===== src/rtl/mult_div_unit_pkg.sv =====
// Shared encodings and constants for the iterative multiply/divide unit.
// Op decode helpers keep the bit meaning of the opcode in one place.
package mult_div_unit_pkg;

   localparam int MDU_WIDTH   = 32;
   localparam int MDU_LATENCY = MDU_WIDTH + 2;

   typedef enum logic [1:0] {
      OP_MULT  = 2'b00,
      OP_MULTU = 2'b01,
      OP_DIV   = 2'b10,
      OP_DIVU  = 2'b11
   } mdu_op_e;

   typedef enum logic [1:0] {
      IDLE = 2'b00,
      RUN  = 2'b01,
      FIX  = 2'b10,
      DONE = 2'b11
   } mdu_state_e;

   function automatic logic op_is_div(input logic [1:0] op);
      return op[1];
   endfunction

   function automatic logic op_is_signed(input logic [1:0] op);
      return ~op[0];
   endfunction

endpackage


===== src/rtl/mdu_abs_neg.sv =====
// Conditional two's-complement negate; yields magnitudes from signed operands
// and re-applies result signs after the unsigned iteration.
module mdu_abs_neg #(
   parameter int W = 32
) (
   input  logic [W-1:0] i_val,
   input  logic         i_neg,
   output logic [W-1:0] o_val
);

   assign o_val = i_neg ? (~i_val + W'(1)) : i_val;

endmodule


===== src/rtl/mult_div_unit.sv =====
// Iterative MULT/MULTU/DIV/DIVU: one shift-add or restoring shift-subtract step
// per cycle on magnitudes, then a single fix-up cycle for signs and divide corners.
module mult_div_unit
   import mult_div_unit_pkg::*;
#(
   parameter int WIDTH = MDU_WIDTH
) (
   input  logic             Clk,
   input  logic             Reset,
   input  logic             Start,
   input  logic [1:0]       Op,
   input  logic [WIDTH-1:0] A,
   input  logic [WIDTH-1:0] B,
   output logic             Busy,
   output logic             Done,
   output logic [WIDTH-1:0] Upper,
   output logic [WIDTH-1:0] Lower
);

   localparam int               CW   = $clog2(WIDTH);
   localparam logic [CW-1:0]    LAST = CW'(WIDTH - 1);
   localparam logic [WIDTH-1:0] MIN_NEG = {1'b1, {(WIDTH-1){1'b0}}};

   mdu_state_e           r_state;
   logic [CW-1:0]        r_cnt;
   logic [1:0]           r_op;
   logic [2*WIDTH-1:0]   r_acc;
   logic [WIDTH-1:0]     r_opnd;
   logic [WIDTH-1:0]     r_a_orig;
   logic                 r_neg_q;
   logic                 r_neg_r;
   logic                 r_b_zero;
   logic                 r_ovf;
   logic                 r_busy;
   logic                 r_done;
   logic [WIDTH-1:0]     r_upper;
   logic [WIDTH-1:0]     r_lower;

   logic                 w_sgn;
   logic [WIDTH-1:0]     w_mag_a;
   logic [WIDTH-1:0]     w_mag_b;
   logic [2*WIDTH-1:0]   w_prod;
   logic [WIDTH-1:0]     w_quo;
   logic [WIDTH-1:0]     w_rem;
   logic [WIDTH:0]       w_add;
   logic [WIDTH:0]       w_shift;
   logic [WIDTH:0]       w_diff;
   logic [2*WIDTH-1:0]   w_mul_nxt;
   logic [2*WIDTH-1:0]   w_div_nxt;
   logic [WIDTH-1:0]     w_upper;
   logic [WIDTH-1:0]     w_lower;

   assign w_sgn = op_is_signed(Op);

   mdu_abs_neg #(.W(WIDTH)) u_abs_a (
      .i_val(A), .i_neg(w_sgn & A[WIDTH-1]), .o_val(w_mag_a)
   );

   mdu_abs_neg #(.W(WIDTH)) u_abs_b (
      .i_val(B), .i_neg(w_sgn & B[WIDTH-1]), .o_val(w_mag_b)
   );

   mdu_abs_neg #(.W(2*WIDTH)) u_fix_p (
      .i_val(r_acc), .i_neg(r_neg_q), .o_val(w_prod)
   );

   mdu_abs_neg #(.W(WIDTH)) u_fix_q (
      .i_val(r_acc[WIDTH-1:0]), .i_neg(r_neg_q), .o_val(w_quo)
   );

   mdu_abs_neg #(.W(WIDTH)) u_fix_r (
      .i_val(r_acc[2*WIDTH-1:WIDTH]), .i_neg(r_neg_r), .o_val(w_rem)
   );

   // Multiply: acc = {partial, multiplier}; add multiplicand on LSB, shift right.
   assign w_add     = {1'b0, r_acc[2*WIDTH-1:WIDTH]} + (r_acc[0] ? {1'b0, r_opnd} : '0);
   assign w_mul_nxt = {w_add, r_acc[WIDTH-1:1]};

   // Divide: acc = {remainder, dividend/quotient}; shift left, trial subtract.
   assign w_shift   = r_acc[2*WIDTH-1:WIDTH-1];
   assign w_diff    = w_shift - {1'b0, r_opnd};
   assign w_div_nxt = w_diff[WIDTH]
                    ? {w_shift[WIDTH-1:0], r_acc[WIDTH-2:0], 1'b0}
                    : {w_diff[WIDTH-1:0],  r_acc[WIDTH-2:0], 1'b1};

   always_comb begin
      w_upper = w_prod[2*WIDTH-1:WIDTH];
      w_lower = w_prod[WIDTH-1:0];
      if (op_is_div(r_op)) begin
         if (r_b_zero) begin
            w_upper = r_a_orig;
            w_lower = '1;
         end else if (r_ovf) begin
            w_upper = '0;
            w_lower = MIN_NEG;
         end else begin
            w_upper = w_rem;
            w_lower = w_quo;
         end
      end
   end

   always_ff @(posedge Clk) begin
      if (Reset) begin
         r_state  <= IDLE;
         r_cnt    <= '0;
         r_op     <= '0;
         r_acc    <= '0;
         r_opnd   <= '0;
         r_a_orig <= '0;
         r_neg_q  <= 1'b0;
         r_neg_r  <= 1'b0;
         r_b_zero <= 1'b0;
         r_ovf    <= 1'b0;
         r_busy   <= 1'b0;
         r_done   <= 1'b0;
         r_upper  <= '0;
         r_lower  <= '0;
      end else begin
         r_done <= 1'b0;
         unique case (r_state)
            IDLE, DONE: begin
               if (Start) begin
                  r_state  <= RUN;
                  r_busy   <= 1'b1;
                  r_cnt    <= '0;
                  r_op     <= Op;
                  r_acc    <= {{WIDTH{1'b0}}, op_is_div(Op) ? w_mag_a : w_mag_b};
                  r_opnd   <= op_is_div(Op) ? w_mag_b : w_mag_a;
                  r_a_orig <= A;
                  r_neg_q  <= w_sgn & (A[WIDTH-1] ^ B[WIDTH-1]);
                  r_neg_r  <= w_sgn & A[WIDTH-1];
                  r_b_zero <= (B == '0);
                  r_ovf    <= (Op == OP_DIV) && (A == MIN_NEG) && (B == '1);
               end else begin
                  r_state <= IDLE;
                  r_busy  <= 1'b0;
               end
            end
            RUN: begin
               r_acc <= op_is_div(r_op) ? w_div_nxt : w_mul_nxt;
               r_cnt <= r_cnt + CW'(1);
               if (r_cnt == LAST) r_state <= FIX;
            end
            FIX: begin
               r_upper <= w_upper;
               r_lower <= w_lower;
               r_busy  <= 1'b0;
               r_done  <= 1'b1;
               r_state <= DONE;
            end
            default: r_state <= IDLE;
         endcase
      end
   end

   assign Busy  = r_busy;
   assign Done  = r_done;
   assign Upper = r_upper;
   assign Lower = r_lower;

endmodule


===== config.mk =====
export PLATFORM = sky130hd
export DESIGN_NAME = mult_div_unit
export DESIGN_NICKNAME = d
export VERILOG_FILES = /design/src/rtl/mult_div_unit_pkg.sv /design/src/rtl/mdu_abs_neg.sv /design/src/rtl/mult_div_unit.sv
export SDC_FILE = /design/constraint.sdc
export NUM_CORES = 1
export LEC_CHECK = 0
export ABC_CLOCK_PERIOD_IN_PS = 4400
export CAP_MARGIN = 20
export CORE_MARGIN = 8
export CORE_UTILIZATION = 30
export CTS_BUF_LIST = sky130_fd_sc_hd__clkbuf_8
export CTS_CLUSTER_DIAMETER = 80
export DETAILED_ROUTE_END_ITERATION = 6
export HOLD_SLACK_MARGIN = 0.05
export SETUP_SLACK_MARGIN = 0.4
export SKIP_LAST_GASP = 1
export SLEW_MARGIN = 20
export SYNTH_ARGS = -nofsm -noshare
export SYNTH_HDL_FRONTEND = slang
export SYNTH_SLANG_ARGS = --single-unit

===== constraint.sdc =====
create_clock -name Clk -period 4.4 [get_ports Clk]
set_input_delay 0.44 -clock Clk [delete_from_list [all_inputs] [get_ports Clk]]
set_output_delay 0.44 -clock Clk [all_outputs]
set_load 0.05 [all_outputs]

* After elaboration in Yosys (flattened, before gate mapping)
Cells that the tools add are included.
** Cells by class
- Bitwise gates (word level) :: 10
- Add/subtract/negate cells :: 8
- Reduce and logical (&&, ||, !) cells :: 9
- Eq/ne operators :: 9
- Mux-type cells :: 26
** Operator list (number)
- 32-bit 2-to-1 mux :: 13
- 64-bit 2-to-1 mux :: 4
- 32-bit by 1-bit adder with 32-bit output (second input constant) :: 4
- 32-bit NOT :: 4
- 64-bit one-hot mux with 2 select lines :: 1
- 64-bit by 1-bit adder with 64-bit output (second input constant) :: 1
- 32-bit equality test (second input constant) :: 2
- 64-bit NOT :: 1
- 32-bit by 32-bit adder with 33-bit output :: 1
- 33-bit by 32-bit subtractor with 33-bit output :: 1
- 32-bit zero test :: 1
- 5-bit one-hot mux with 2 select lines :: 1
- 2-bit equality test (second input constant) :: 3
- 2-bit one-hot mux with 3 select lines :: 1
- 5-bit by 1-bit adder with 5-bit output (second input constant) :: 1
- 5-bit equality test (second input constant) :: 1
- 5-bit 2-to-1 mux :: 1
- 2-bit inequality test (second input constant) :: 2
- 2-bit AND reduction :: 2
- 2-bit nonzero test :: 2
- 1-bit AND :: 3
- 1-bit 2-to-1 mux :: 3
- 2-bit by 1-bit equality test with 1-bit output (second input constant) :: 1
- 1-bit logical AND :: 2
- other kinds (6) :: 6
** Storage, ports and cells
- Register bits after elaboration :: 207
- Input port bits :: 69
- Logic and storage cells :: 76
- Output and inout port bits :: 66

* Depth between registers and ports, before layout
Gate-level depths: netlist of run 1.
- Depth after elaboration :: 6
- Gate-level depth with buffers :: 15

* By module
Synthesis of run 1 repeated with hierarchy kept, for this count alone.
** Second synthesis, totals
- Cells, all modules :: 2416
- Area, all modules :: 18805.5 sq um
** Modules (own cells, without submodules)
- mult_div_unit :: sequential area each 4124.0 sq um, cells each 1814, instances 1, area each 14048.5 sq um
- mdu_abs_neg at u_abs_a ... :: sequential area each 0.0 sq um, cells each 99, instances 4, area each 777.0 sq um
- mdu_abs_neg at u_fix_p :: sequential area each 0.0 sq um, cells each 206, instances 1, area each 1649.1 sq um

* Worst setup path after synthesis of run 1
Ideal clock, no wire load.
- Kind :: reg2reg
- Start :: register r_acc[6]
- End :: register r_upper[31], in the netlist Upper[31]
- Cell stages (with the launch flop) :: 11
- Setup slack :: 1.095 ns
- Arrival time :: 3.175 ns
- Data required time :: 4.270 ns
- Path buffers :: 1
- Clock period less this slack :: 3.305 ns
- Cell sequence :: dfxtp_1 buf_6 or4_4 or4_4 or4_4 or2_1 or3_4 nor2_1 mux2_1 a21oi_1 nor3_2
** On the way
- Longest elaborated chain between the ends :: 4
** Ends and longest elaborated chain
- from (decl) :: RTL line mult_div_unit.sv:27 : logic [2*WIDTH-1:0] r_acc;
- from (signal assigned) :: RTL line mult_div_unit.sv:128 : r_acc <= {{WIDTH{1'b0}}, op_is_div(Op) ? w_mag_a : w_mag_b};
- from (signal assigned) :: RTL line mult_div_unit.sv:141 : r_acc <= op_is_div(r_op) ? w_div_nxt : w_mul_nxt;
- 64-bit NOT :: RTL line mdu_abs_neg.sv:11 : assign o_val = i_neg ? (~i_val + W'(1)) : i_val;
- 64-bit by 1-bit adder with 64-bit output :: RTL line mdu_abs_neg.sv:11
- 64-bit 2-to-1 mux :: RTL line mdu_abs_neg.sv:11
- 32-bit 2-to-1 mux :: RTL line mult_div_unit.sv:89 : if (op_is_div(r_op)) begin
- to (signal assigned) :: RTL line mult_div_unit.sv:146 : r_upper <= w_upper;
- to (decl) :: RTL line mult_div_unit.sv:36 : logic [WIDTH-1:0] r_upper;
Every way passes these cells.
A chain may end at the register's enable or synchronous reset.

* Worst setup path after layout of run 1
Ends and elaborated chain as after synthesis.

==> results of run 1 <==
[flip-flops by register name (all words and copies together) (netlist names)]
name and count:
r_neg_r 1, Busy 1, r_opnd 32, Done 1, r_a_orig 32, r_acc 64
Upper 32, r_state 2, Lower 32, r_op 1, r_ovf 1, r_neg_q 1
r_cnt 5, r_b_zero 1
[layout make-up]
class | count | area, µm² | share of cell area
Clock buffer | 54 | 743.2 | 0.03839
Clock inverter | 18 | 95.09 | 0.004911
Inverter | 73 | 274.0 | 0.01415
Multi-Input combinational cell | 1802 | 11460 | 0.5921
Sequential cell | 206 | 4129 | 0.2133
Tap cell | 704 | 880.8 | 0.04550
Timing Repair Buffer | 189 | 1775 | 0.09170
[placed cells by master (no fill, tap or decap), types with 10 or more instances in the layout]
cell type          n
o41ai_1           12
o31ai_1           29
or3_1             25
o21ai_0          122
a21oi_1          194
dfxtp_1          204
mux2_2            22
o211ai_1          36
nor4_1            15
clkdlybuf4s50_1  132
a21o_1            24
inv_1             79
xor2_1            75
nand3_1           28
xnor2_1          116
a311oi_1          10
nand4_1           23
o21bai_1          10
nor2_1           265
nand2_1          234
a31oi_1           20
clkbuf_8          54
nand2b_1          20
and2_1            11
a221oi_1          13
ha_1              72
mux2i_1           53
a211oi_1          76
nor2b_1           17
nor3_1            89
a22oi_1           32
or4_1             22
buf_4             53
[cells by family (layout without fill, tap and decap cells)]
logic type | after synthesis | count (layout) | share of synthesized area
DFF | 206 | 206 | 0.2502
AOI/OAI and AO/OA | 665 | 665 | 0.2618
xor gates and xnor gates | 192 | 192 | 0.1020
muxes | 76 | 76 | 0.04789
and+or+nand+nor | 793 | 793 | 0.2219
adders and majority gates | 76 | 76 | 0.05859
buffers and inverters | 249 | 334 | 0.05760
[layer usage]
metal / vias up / GRT usage
li1: 8247 / -
met1: 8387 / 0.2908
met2: 793 / 0.3059
met3: 124 / 0.04820
met4: 8 / 0.07300
met5: - / 0
[worst max path at each step]
stage,startpoint,endpoint,depth (start not counted),slack (ps)
after floorplan,r_acc[6]$_SDFFE_PP0P_,Upper[31]$_SDFFE_PP0P_,10,1090
after global placement,A[6],r_acc[29]$_SDFFE_PP0P_,10,520
after detailed placement,A[6],r_acc[29]$_SDFFE_PP0P_,10,480
after CTS,r_acc[32]$_SDFFE_PP0P_,r_acc[63]$_SDFFE_PP0P_,12,630
after global routing,r_acc[1]$_SDFFE_PP0P_,Upper[6]$_SDFFE_PP0P_,11,460
final,r_acc[6]$_SDFFE_PP0P_,Upper[31]$_SDFFE_PP0P_,9,590
[per-stage QoR]
stage               cells  setup slack [ps]  hold WS, ps  power (mW)
finish               3046             594.3        366.1       10.88
global route         3046             458.9        385.6       11.49
CTS                  3045             628.3        364.4       10.82
detailed placement   2973             484.5        445.8       8.758
global placement     2973             518.8        443.4       8.716
floorplan            2257              1095        431.9       6.679
[report_power, final]
group	total (mW)	internal, mW	switching, mW
Clock	2.04	1.10	0.939
Combinational	5.92	2.04	3.88
Sequential	2.91	2.35	0.565
Total	10.9	5.49	5.39
[what timing repair did]
item                                    in CTS  in global routing
resized for setup                            0                  1
buffers inserted                             0                  1
endpoints found under the setup margin       0                  2
==> out/summary.txt, run 1 <==
Die Area: 0.06271 mm²
top routing layer in use: met5
drt total wl: 67.71 mm
top cells by area, synth: dfxtp_1 25%, xnor2_1 6.2%, nor2_1 6.1%, a21oi_1 5.9%, ha_1 5.6%
Clock Path Buffers: 3
Cell Pwr Density: 561.9 mW/mm²
reg2reg setup slack: 590 ps
CP Buf/Inv Count: 0
cell taking the most area after synthesis: dfxtp_1
min-delay src: Reset
Vias/cell: 5.765
clock sinks: 206
WL met2: 28.40 mm
area growth from synthesis to layout: 17.44%
DR WL/cell: 22.23 µm
Worst R2R End: Upper[31]$_SDFFE_PP0P_
worst path cell trace: or4_4, or4_4, or4_4, or2_1, or3_4, nor2_1, mux2_1, a21oi_1, nor3_2
top cells by count, synth: 266 x nor2_1, 235 x nand2_1, 206 x dfxtp_1
outcome: finished, final reports clean
Initial Util: 0.3010
met3 wire length: 6.406 mm
CTS tree: built
Most used DFF post-synth: dfxtp_1
Final setup viols: 0
Yosys reg bits: 206
Max VDD drop: 273.8 µV
# DRC: 0
antenna violations before repair: 4
RSZ-0062 raised after global routing: no
Worst Setup Path Type: flip-flop to flip-flop
worst hold path depth: 2
Max stage delay on crit path: 580 ps
share of layout cells above drive strength 1: 0.07643
CP endpoint kind: flip-flop
Worst path slowest cell: or4_4
root buffer cell: clkbuf_8
post-synth top area share: 0.2502
TritonCTS buffer count: 40
I/O Buffers: 134
Netlist Area Pre-Place: 0.01649 mm²
GP Congestion: 0.9649
DRT Pass-1 Iters: 5
fin. max-slew vios: 0
Syn Inst Count: 2,257
mean post-synth cell area: 7.304 µm²
WHS Endpoint: r_acc[0]$_SDFFE_PP0P_
Worst Path Required: 4870 ps
most frequent cell after synthesis: nor2_1
pin count of the biggest net entering global routing: 107
core area: 0.05477 mm²
Die Ht: 250.4 µm
Final Cell Area: 0.01936 mm²
endpoints failing hold: 0
yosys warns: 0
dpl hpwl: 51.50 mm
aggregate global routing overflow: 0
relative slew slack: 0.3074
Post-Syn Nets: 2,402
Total GRT Usage: 0.2071
CP arrival: 4280 ps
Tmin final: 3806 ps
ANT nets after route: 0
Hold Buf Count CTS: 0
number of flops mapped to enable cells by yosys: 0
nature of the critical path startpoint: flip-flop
Final Core Density: 0.3535
min-delay worst type: input pin to flip-flop
Met1 Routed Length: 30.65 mm
ant diodes: 0
# IOs: 135
Leak: 7.259 nW
Crit Path Max Fanout: 13
die width: 250.4 µm
Cell Area, Placed: 0.01852 mm²
clk slew on worst S/H paths: 60 ps
initial DRC count: 1,819
vias in the first global route: 16,430
fill cell count: 5,700
Rows: 86
H-tree depth: 2
Worst R2R Start: r_acc[6]$_SDFFE_PP0P_
Yosys cell types: 80
fraction of registers with async set/reset: 0
Max Clk Rate: 262.8 MHz
CP delay by family, top: simple AND/OR/NAND/NOR gates
layout net count: 2,457
clock skew: 52.57 ps
Max Cap Viol: 0
later-pin clock latency in the skew report: 630 ps
CP dominant cell by count: or4_4
DR vias: 17,560
reg2reg path depth: 9
setup TNS: 0 ps
Slew @ Worst Pin: 1033 ps
global-route wire length before repair: 102.6 mm
final worst-path cycle share: 0.8649
sequential cell area fraction in the yosys report: 0.2502
No activity file was read; power rests on OpenSTA's default activity.
==> run 2, diff against run 1 <==
--- a/config.mk
+++ b/config.mk
@@ -5,7 +5,6 @@
 export SDC_FILE = /design/constraint.sdc
 export NUM_CORES = 1
 export LEC_CHECK = 0
-export ABC_CLOCK_PERIOD_IN_PS = 4400
 export CAP_MARGIN = 20
 export CORE_MARGIN = 8
 export CORE_UTILIZATION = 30
==> results of run 2 <==
No change in the layout: final DEF, timing and power equal those of run 1.
